## src/rtl/fp_sum_driver.sv

```systemverilog
// fp_sum_driver
//   Streams IEEE-754 binary32 packet elements into an external floating-point
//   adder and accumulates the packet total. The adder does all the arithmetic;
//   this block only sequences the operand and result handshakes, tracks the
//   element count and flags any NaN result seen in the packet.
//
// Ports
//   clk_i, rst_ni            clock, asynchronous active-low reset
//   in_data_i/vld/last/rdy   input element stream
//   add_a_o/vld/rdy          accumulator operand channel to the adder
//   add_b_o/vld/rdy          element operand channel to the adder
//   add_res_i/vld/rdy        adder result channel
//   sum_o, sum_nan_o,
//   sum_cnt_o, sum_vld/rdy   packet total channel
//   busy_o                   high while a packet element is in flight or a
//                            total is waiting to be taken
//
// FSM states
//   state   | meaning
//   --------+--------------------------------------------------------------
//   S_IDLE  | post-reset, everything quiet; moves to S_LOAD next cycle
//   S_LOAD  | in_rdy high, waiting for the next element
//   S_ISSUE | presenting acc / element to the adder, per-channel handshake
//   S_WAIT  | add_res_rdy high, waiting for the adder sum
//   S_DONE  | sum_vld high, holding the total until sum_rdy

module fp_sum_driver #(
  parameter int CNT_W = 16
) (
  input  logic             clk_i,
  input  logic             rst_ni,
  input  logic [31:0]      in_data_i,
  input  logic             in_vld_i,
  input  logic             in_last_i,
  output logic             in_rdy_o,
  output logic [31:0]      add_a_o,
  output logic [31:0]      add_b_o,
  output logic             add_a_vld_o,
  output logic             add_b_vld_o,
  input  logic             add_a_rdy_i,
  input  logic             add_b_rdy_i,
  input  logic [31:0]      add_res_i,
  input  logic             add_res_vld_i,
  output logic             add_res_rdy_o,
  output logic [31:0]      sum_o,
  output logic             sum_nan_o,
  output logic [CNT_W-1:0] sum_cnt_o,
  output logic             sum_vld_o,
  input  logic             sum_rdy_i,
  output logic             busy_o
);

  typedef enum logic [2:0] {
    S_IDLE  = 3'd0,
    S_LOAD  = 3'd1,
    S_ISSUE = 3'd2,
    S_WAIT  = 3'd3,
    S_DONE  = 3'd4
  } state_e;

  state_e           state_q, state_d;
  logic [31:0]      acc_q, acc_d;
  logic [31:0]      elem_q, elem_d;
  logic             last_q, last_d;
  logic             nan_q, nan_d;
  logic [CNT_W-1:0] cnt_q, cnt_d;
  // Per-channel "operand still owed to the adder" flags, only meaningful in S_ISSUE.
  logic             a_pend_q, a_pend_d;
  logic             b_pend_q, b_pend_d;

  logic             res_is_nan;
  logic             a_left;
  logic             b_left;

  assign res_is_nan = (add_res_i[30:23] == 8'hFF) && (add_res_i[22:0] != 23'd0);

  // An operand is still outstanding after this edge if it is pending and not taken now.
  assign a_left = a_pend_q && !add_a_rdy_i;
  assign b_left = b_pend_q && !add_b_rdy_i;

  // State and datapath registers
  always_ff @(posedge clk_i or negedge rst_ni) begin
    if (!rst_ni) begin
      state_q  <= S_IDLE;
      acc_q    <= 32'h0000_0000;
      elem_q   <= 32'h0000_0000;
      last_q   <= 1'b0;
      nan_q    <= 1'b0;
      cnt_q    <= '0;
      a_pend_q <= 1'b0;
      b_pend_q <= 1'b0;
    end else begin
      state_q  <= state_d;
      acc_q    <= acc_d;
      elem_q   <= elem_d;
      last_q   <= last_d;
      nan_q    <= nan_d;
      cnt_q    <= cnt_d;
      a_pend_q <= a_pend_d;
      b_pend_q <= b_pend_d;
    end
  end

  // Next-state and datapath update
  always_comb begin
    state_d  = state_q;
    acc_d    = acc_q;
    elem_d   = elem_q;
    last_d   = last_q;
    nan_d    = nan_q;
    cnt_d    = cnt_q;
    a_pend_d = a_pend_q;
    b_pend_d = b_pend_q;

    case (state_q)
      S_IDLE: begin
        state_d = S_LOAD;
      end

      S_LOAD: begin
        if (in_vld_i) begin
          elem_d   = in_data_i;
          last_d   = in_last_i;
          if (!(&cnt_q)) begin
            cnt_d = cnt_q + CNT_W'(1);
          end
          // Both operands are offered together on ISSUE entry, without waiting on rdy.
          a_pend_d = 1'b1;
          b_pend_d = 1'b1;
          state_d  = S_ISSUE;
        end
      end

      S_ISSUE: begin
        if (add_a_rdy_i) begin
          a_pend_d = 1'b0;
        end
        if (add_b_rdy_i) begin
          b_pend_d = 1'b0;
        end
        if (!a_left && !b_left) begin
          state_d = S_WAIT;
        end
      end

      S_WAIT: begin
        if (add_res_vld_i) begin
          acc_d = add_res_i;
          if (res_is_nan) begin
            nan_d = 1'b1;
          end
          state_d = last_q ? S_DONE : S_LOAD;
        end
      end

      S_DONE: begin
        if (sum_rdy_i) begin
          acc_d   = 32'h0000_0000;
          nan_d   = 1'b0;
          cnt_d   = '0;
          state_d = S_LOAD;
        end
      end

      default: begin
        state_d = S_IDLE;
      end
    endcase
  end

  // Outputs, all decoded from registered state
  always_comb begin
    in_rdy_o      = 1'b0;
    add_a_vld_o   = 1'b0;
    add_b_vld_o   = 1'b0;
    add_res_rdy_o = 1'b0;
    sum_vld_o     = 1'b0;
    busy_o        = 1'b0;

    case (state_q)
      S_LOAD: begin
        in_rdy_o = 1'b1;
      end
      S_ISSUE: begin
        add_a_vld_o = a_pend_q;
        add_b_vld_o = b_pend_q;
        busy_o      = 1'b1;
      end
      S_WAIT: begin
        add_res_rdy_o = 1'b1;
        busy_o        = 1'b1;
      end
      S_DONE: begin
        sum_vld_o = 1'b1;
        busy_o    = 1'b1;
      end
      default: begin
        busy_o = 1'b0;
      end
    endcase
  end

  // Operand and sum data come straight from the registers, so they are
  // naturally stable while a valid is waiting for its ready.
  assign add_a_o   = acc_q;
  assign add_b_o   = elem_q;
  assign sum_o     = acc_q;
  assign sum_nan_o = nan_q;
  assign sum_cnt_o = cnt_q;

  // Handshake properties
  a_hold_a: assert property (@(posedge clk_i) disable iff (!rst_ni)
    add_a_vld_o && !add_a_rdy_i |=> add_a_vld_o && $stable(add_a_o));

  b_hold_a: assert property (@(posedge clk_i) disable iff (!rst_ni)
    add_b_vld_o && !add_b_rdy_i |=> add_b_vld_o && $stable(add_b_o));

  issue_entry_a: assert property (@(posedge clk_i) disable iff (!rst_ni)
    in_vld_i && in_rdy_o |=> add_a_vld_o && add_b_vld_o);

  sum_hold_a: assert property (@(posedge clk_i) disable iff (!rst_ni)
    sum_vld_o && !sum_rdy_i |=> sum_vld_o && $stable(sum_o) &&
                                $stable(sum_cnt_o) && $stable(sum_nan_o));

  load_not_busy_a: assert property (@(posedge clk_i) disable iff (!rst_ni)
    in_rdy_o |-> !busy_o && !add_res_rdy_o && !sum_vld_o);

endmodule

```

## config.mk

```make
export PLATFORM = sky130hd
export DESIGN_NAME = fp_sum_driver
export DESIGN_NICKNAME = d
export VERILOG_FILES = /design/src/rtl/fp_sum_driver.sv
export SDC_FILE = /design/constraint.sdc
export NUM_CORES = 1
export LEC_CHECK = 0
export BUFFER_PORTS_ARGS = -buffer_cell sky130_fd_sc_hd__buf_2
export CORE_MARGIN = 1
export CORE_UTILIZATION = 40
export DETAILED_ROUTE_END_ITERATION = 10
export PLACE_DENSITY_LB_ADDON = 0.08
export SYNTH_ARGS = -nofsm -noshare
export SYNTH_HDL_FRONTEND = slang
export SYNTH_SLANG_ARGS = --single-unit
```

## constraint.sdc

```tcl
create_clock -name clk_i -period 1.85 [get_ports clk_i]
set_clock_uncertainty 0.15 [all_clocks]
set_input_delay 0.0925 -clock clk_i [delete_from_list [all_inputs] [get_ports clk_i]]
set_output_delay 0.0925 -clock clk_i [all_outputs]
set_load 0.02 [all_outputs]
```

== Word-level counts from Yosys, hierarchy flattened ==
Index checks and enable logic that the tools add are counted.
Word-level totals
  flip-flop bits (word level): 87
  bits of input ports: 72
  output and inout bits: 119
  logic and storage cells: 72
Cells by class
  add/sub/neg operators: 1
  equality and inequality tests: 13
  multiplexer cells: 28
  reduce and logical (&&, ||, !) cells: 22
Operators by type and width (count)
  $mux W32: 2
  $pmux W32 S2: 1
  $mux W16: 3
  $pmux W16 S2: 1
  $reduce_bool A23 Y1: 1
  $add A16 B1 Y16 const B: 1
  $ne A2 B2 Y1 const B: 8
  $reduce_and A16 Y1: 1
  $mux W3: 5
  $pmux W3 S5: 1
  $mux W1: 12
  $reduce_and A4 Y1: 3
  $reduce_and A3 Y1: 3
  $eq A8 B8 Y1 const B: 1
  $eq A3 B2 Y1 const B: 2
  $pmux W1 S2: 3
  $reduce_bool A2 Y1: 3
  $logic_and A1 B1 Y1: 4
  $logic_not A1 Y1: 4
  $eq A3 B1 Y1 const B: 1
  $eq A3 B3 Y1 const B: 1
  $logic_not A3 Y1: 1
  $reduce_or A3 Y1: 1
  $reduce_and A2 Y1: 1

== Longest topological paths before layout ==
  depth after elaboration: 6
  mapped depth: 8

== Worst setup path before layout ==
Ideal clock, no wire load.
  path type: reg-to-reg
  from: register cnt_q[0], in the netlist sum_cnt_o[0]
  to: register cnt_q[9], in the netlist sum_cnt_o[9]
  arrival: 1.783 ns
  required time: 1.604 ns
  setup slack: -0.179 ns
  cell stages (with the launch flop): 7
  period minus slack after synthesis: 2.029 ns
  cell sequence: dfrtp_1 -> ha_1 -> and4_1 -> nand4_1 -> o21ai_0 -> o21ai_0 -> o31ai_1
Between the ends
  cells in the longest elaborated chain, start to end: 4
RTL lines
  from (decl): line 66  | logic [CNT_W-1:0] cnt_q, cnt_d;
  from (signal assigned): line 98  | cnt_q <= cnt_d;
  $add A16 B1 Y16: line 125  | cnt_d = cnt_q + CNT_W'(1);
  $mux W16: line 124  | if (!(&cnt_q)) begin
  $mux W16: line 121  | if (in_vld_i) begin
  $pmux W16 S2: line 115  | case (state_q)
Parallel ways exist; a longest one is shown, timed or not. The select of a mux whose other input is x is not followed.
A chain may end at the register's enable or synchronous reset.

== Worst setup path after layout ==
  from: register state_q[1]
  to: register cnt_q[13], in the netlist sum_cnt_o[13]
Between the ends
  cells in the longest elaborated chain, start to end: 3
RTL lines
  from (decl): line 61  | state_e state_q, state_d;
  from (signal assigned): line 93  | state_q <= state_d;
  $eq A3 B1 Y1 / $eq A3 B3 Y1 (equally long branches): line 115
  $ne A2 B2 Y1 (no source line) / $reduce_bool A2 Y1 (equally long branches)
  $reduce_and A4 Y1 (no source line)
Parallel ways exist; a longest one is shown, timed or not.

==> impl_metrics.toml <==
[status]
status = "finished with violations"
failed_checks = "negative setup slack"

[global_routing]
first_pass_grt_wire_length_um = 17300
track_usage_pct = 21.4
global_route.overflow_total = 0
vias_in_the_first_global_route = 3593
grt_antenna_before_repair = 0
maximum_number_of_pins_on_one_net_before_global_route_repair = 48

[critical_path]
worstRegToRegCells = 6
worstPathArrival_ps = 1980
critical_path_type = "reg2reg"
setup.worst_path.start_class = "flip-flop"
timing.critical_path.to_type = "flip-flop"
critical_path_peak_fanout = 5
worst-endpoint-required_ps = 1950

[floorplanning]
fp.dieH_um = 103
design.die.area_um2 = 10500
placement_rows = 36
io_pins = 191
initial_utilization_pct = 41.4
fp.dieW_um = 103
core_area_um2 = 9770

[cells_and_area]
antenna_cells_inserted = 0
final_layout_size_suffix_gt1_share_pct = 45.6
area_growth_pct = 53.9
finish.cell_count_without_fillers = 795
final_nets = 730
fillCellCount = 829

[sta]
rsz0062_at_grt = "true"
setup_viol = 1
worstMarginPinSlew_ps = 367
hold_viol = 0
layout_setup_ws_ps = -31.3
min_period_ps = 1880
slew_headroom_pct = 75.5
fin_tns_setup_ps = -31.3
max_freq_ghz = 0.532
fin_crit_sh_pct = 102
final-max-slew-violation-count = 0

[synth]
syn_nets = 468
seq_area_frac_synth_pct = 53.8
yosys.cell_types.count = 41
most_used_flip_flop_cell_after_synthesis = "sky130_fd_sc_hd__dfrtp_1"
yosysWarningCount = 0
synth_edf_count = 0
netlist_instances = 395
syn_avg_cell_area_um2 = 10.2
mapped_cell_area_um2 = 4040
yosys_register_bits = 87
async_flop_share_pct = 100

[place]
pre_cts_ws_ps = -56.0
post-dp-hpwl_um = 7410
io_buffers = 190
inst_count_dp = 697
gp_routability_congestion = 0.812

[route]
post_drt_wl_per_cell_um = 13.9
drcViolationCount = 0
routed_via_density = 4.76
dr_total_vias = 3786
drt_first_iter_violations = 90
dr.pass1.iters = 4
routed_wirelength_um = 11000
ant_nets = 0

[worst_hold_path]
min-delay-path-class = "in2async"

[clock_network]
clkSinkCount = 87
tritoncts = "built"
ctsRootBufferMaster = "sky130_fd_sc_hd__clkbuf_8"
cts_buffers = 9
clkLatencyLatePin_ps = 360
cts.path.max_buffers = 2
clk_pin_slew_ps = 100
cts.htree.levels = 3

[pwr]
leakage_uw = 0.00316
irDropWorstVdd_mv = 0.726
power-per-cell-area_nw_per_um2 = 1510

[flow_run]
maxcap_violations = 0
## power breakdown
| group | internal [uW] | switching (uW) |
|---|---|---|
| Clock | 635 | 696 |
| Sequential | 2700 | 501 |
| Combinational | 1990 | 2890 |
| Total | 5320 | 4090 |
## final cells by class
cell class              count  area, um2  share of cell area, %
flip-flops and latches     87       2180                   35.0
clock inverters             6       68.8                   1.11
multi-input cells         253       1610                   25.9
well taps                 133        166                   2.67
inverters                   3       16.3                  0.261
repair buffers            303       2050                   33.0
clock buffers              10        128                   2.05
## critical path: stages (launching register included)
cell and delay (ps):
sky130_fd_sc_hd__dfrtp_1 410, sky130_fd_sc_hd__or3b_4 450, sky130_fd_sc_hd__nand4_1 130, sky130_fd_sc_hd__buf_4 130
sky130_fd_sc_hd__o22ai_4 80, sky130_fd_sc_hd__o21bai_1 160, sky130_fd_sc_hd__mux2_4 250
## cell usage in the layout, fill, tap and decap left out, types with 2 or more instances in the layout
master                          instances
sky130_fd_sc_hd__mux2_2                33
sky130_fd_sc_hd__nor2_1                 7
sky130_fd_sc_hd__and3_1                 2
sky130_fd_sc_hd__mux2i_1                5
sky130_fd_sc_hd__inv_1                  2
sky130_fd_sc_hd__o31ai_1                3
sky130_fd_sc_hd__clkinv_4               2
sky130_fd_sc_hd__dfrtp_2                2
sky130_fd_sc_hd__inv_6                  2
sky130_fd_sc_hd__a21oi_1               14
sky130_fd_sc_hd__nand3_1                8
sky130_fd_sc_hd__and4_1                 4
sky130_fd_sc_hd__o21ai_0               45
sky130_fd_sc_hd__o21ai_1                3
sky130_fd_sc_hd__nor3_1                 4
sky130_fd_sc_hd__buf_2                187
sky130_fd_sc_hd__buf_4                 34
sky130_fd_sc_hd__a31oi_1                3
sky130_fd_sc_hd__clkbuf_8               9
sky130_fd_sc_hd__a21oi_2                5
sky130_fd_sc_hd__nand2_1               80
sky130_fd_sc_hd__dfrtp_1               85
sky130_fd_sc_hd__buf_12                 3
sky130_fd_sc_hd__nand2b_1               2
sky130_fd_sc_hd__nor4_1                 5
sky130_fd_sc_hd__dlygate4sd3_1         72
sky130_fd_sc_hd__buf_6                  6
sky130_fd_sc_hd__nand4_1                6
## routing by layer
metal | share of wire (%) | vias up | track usage [%] | wire, um
met2 | 49 | 129 | 36.4 | 5370
li1 | - | 1867 | - | -
met1 | 44 | 1776 | 27.2 | 4860
met5 | 0 | - | 0 | 0
met4 | 1.6 | 0 | 7.03 | 175
met3 | 5.5 | 14 | 4.41 | 608
## cell usage after synthesis (3+ instances only)
library cell,n,area [um2]
sky130_fd_sc_hd__dfrtp_1,87,2180
sky130_fd_sc_hd__nand2_1,81,304
sky130_fd_sc_hd__o21ai_0,49,245
sky130_fd_sc_hd__mux2_2,34,383
sky130_fd_sc_hd__buf_4,32,240
sky130_fd_sc_hd__a21oi_1,19,95.1
sky130_fd_sc_hd__clkbuf_1,10,37.5
sky130_fd_sc_hd__nand3_1,8,40.0
sky130_fd_sc_hd__buf_2,7,35.0
sky130_fd_sc_hd__nor2_1,7,26.3
sky130_fd_sc_hd__nand4_1,6,37.5
sky130_fd_sc_hd__and4_1,5,43.8
sky130_fd_sc_hd__mux2i_1,5,50.1
sky130_fd_sc_hd__nor4_1,5,31.3
sky130_fd_sc_hd__nor3_1,4,20.0
sky130_fd_sc_hd__a31oi_1,3,18.8
sky130_fd_sc_hd__and3_1,3,18.8
sky130_fd_sc_hd__o31ai_1,3,22.5
## final timing paths
kind,start,endpoint,slack (ps)
min in group clk_i,add_res_vld_i,state_q[0],130
max in group asynchronous,rst_ni,sum_cnt_o[1],930
worst max-delay path,state_q[1],sum_cnt_o[13],-30
worst min register to register,add_a_o[18],add_a_o[18],350
worst max register to register,state_q[1],sum_cnt_o[13],-30
worst min-delay path,rst_ni,add_b_o[29],40
## logic make-up after synthesis
kind of cell,share of synthesized area [%]
multiplexers,10.7
buffers and inverters,8.79
flip-flops,53.8
adder cells (fa/ha/maj),0.309
AND/OR/NAND/NOR,15.3
AO/OA/AOI/OAI,11.1
## metrics by stage
stage,area (um2),total power (uW),util (%),hold slack [ps]
5_1_grt,6220,10100,63.7,74.4
3_3_place_gp,5110,7670,52.2,-114
6_report,6220,9410,63.7,40.2
2_1_floorplan,4050,6450,-,-353
3_5_place_dp,5110,7720,52.2,-115
4_1_cts,6050,9260,61.9,39.0
## what timing repair did
item                                    CTS  global route
resized for setup                         7            27
hold buffers                             72             0
pin swaps                                 0             5
endpoints found under the setup margin    9            33
endpoints found under the hold margin   156             0
setup buffers                             0            10
## flip-flops by register name (all words and copies together), names as in the netlist
signal     flops
state_q        3
last_q         1
b_pend_q       1
sum_nan_o      1
add_a_o       32
add_b_o       32
sum_cnt_o     16
a_pend_q       1
No activity file was read; power rests on OpenSTA's default activity.
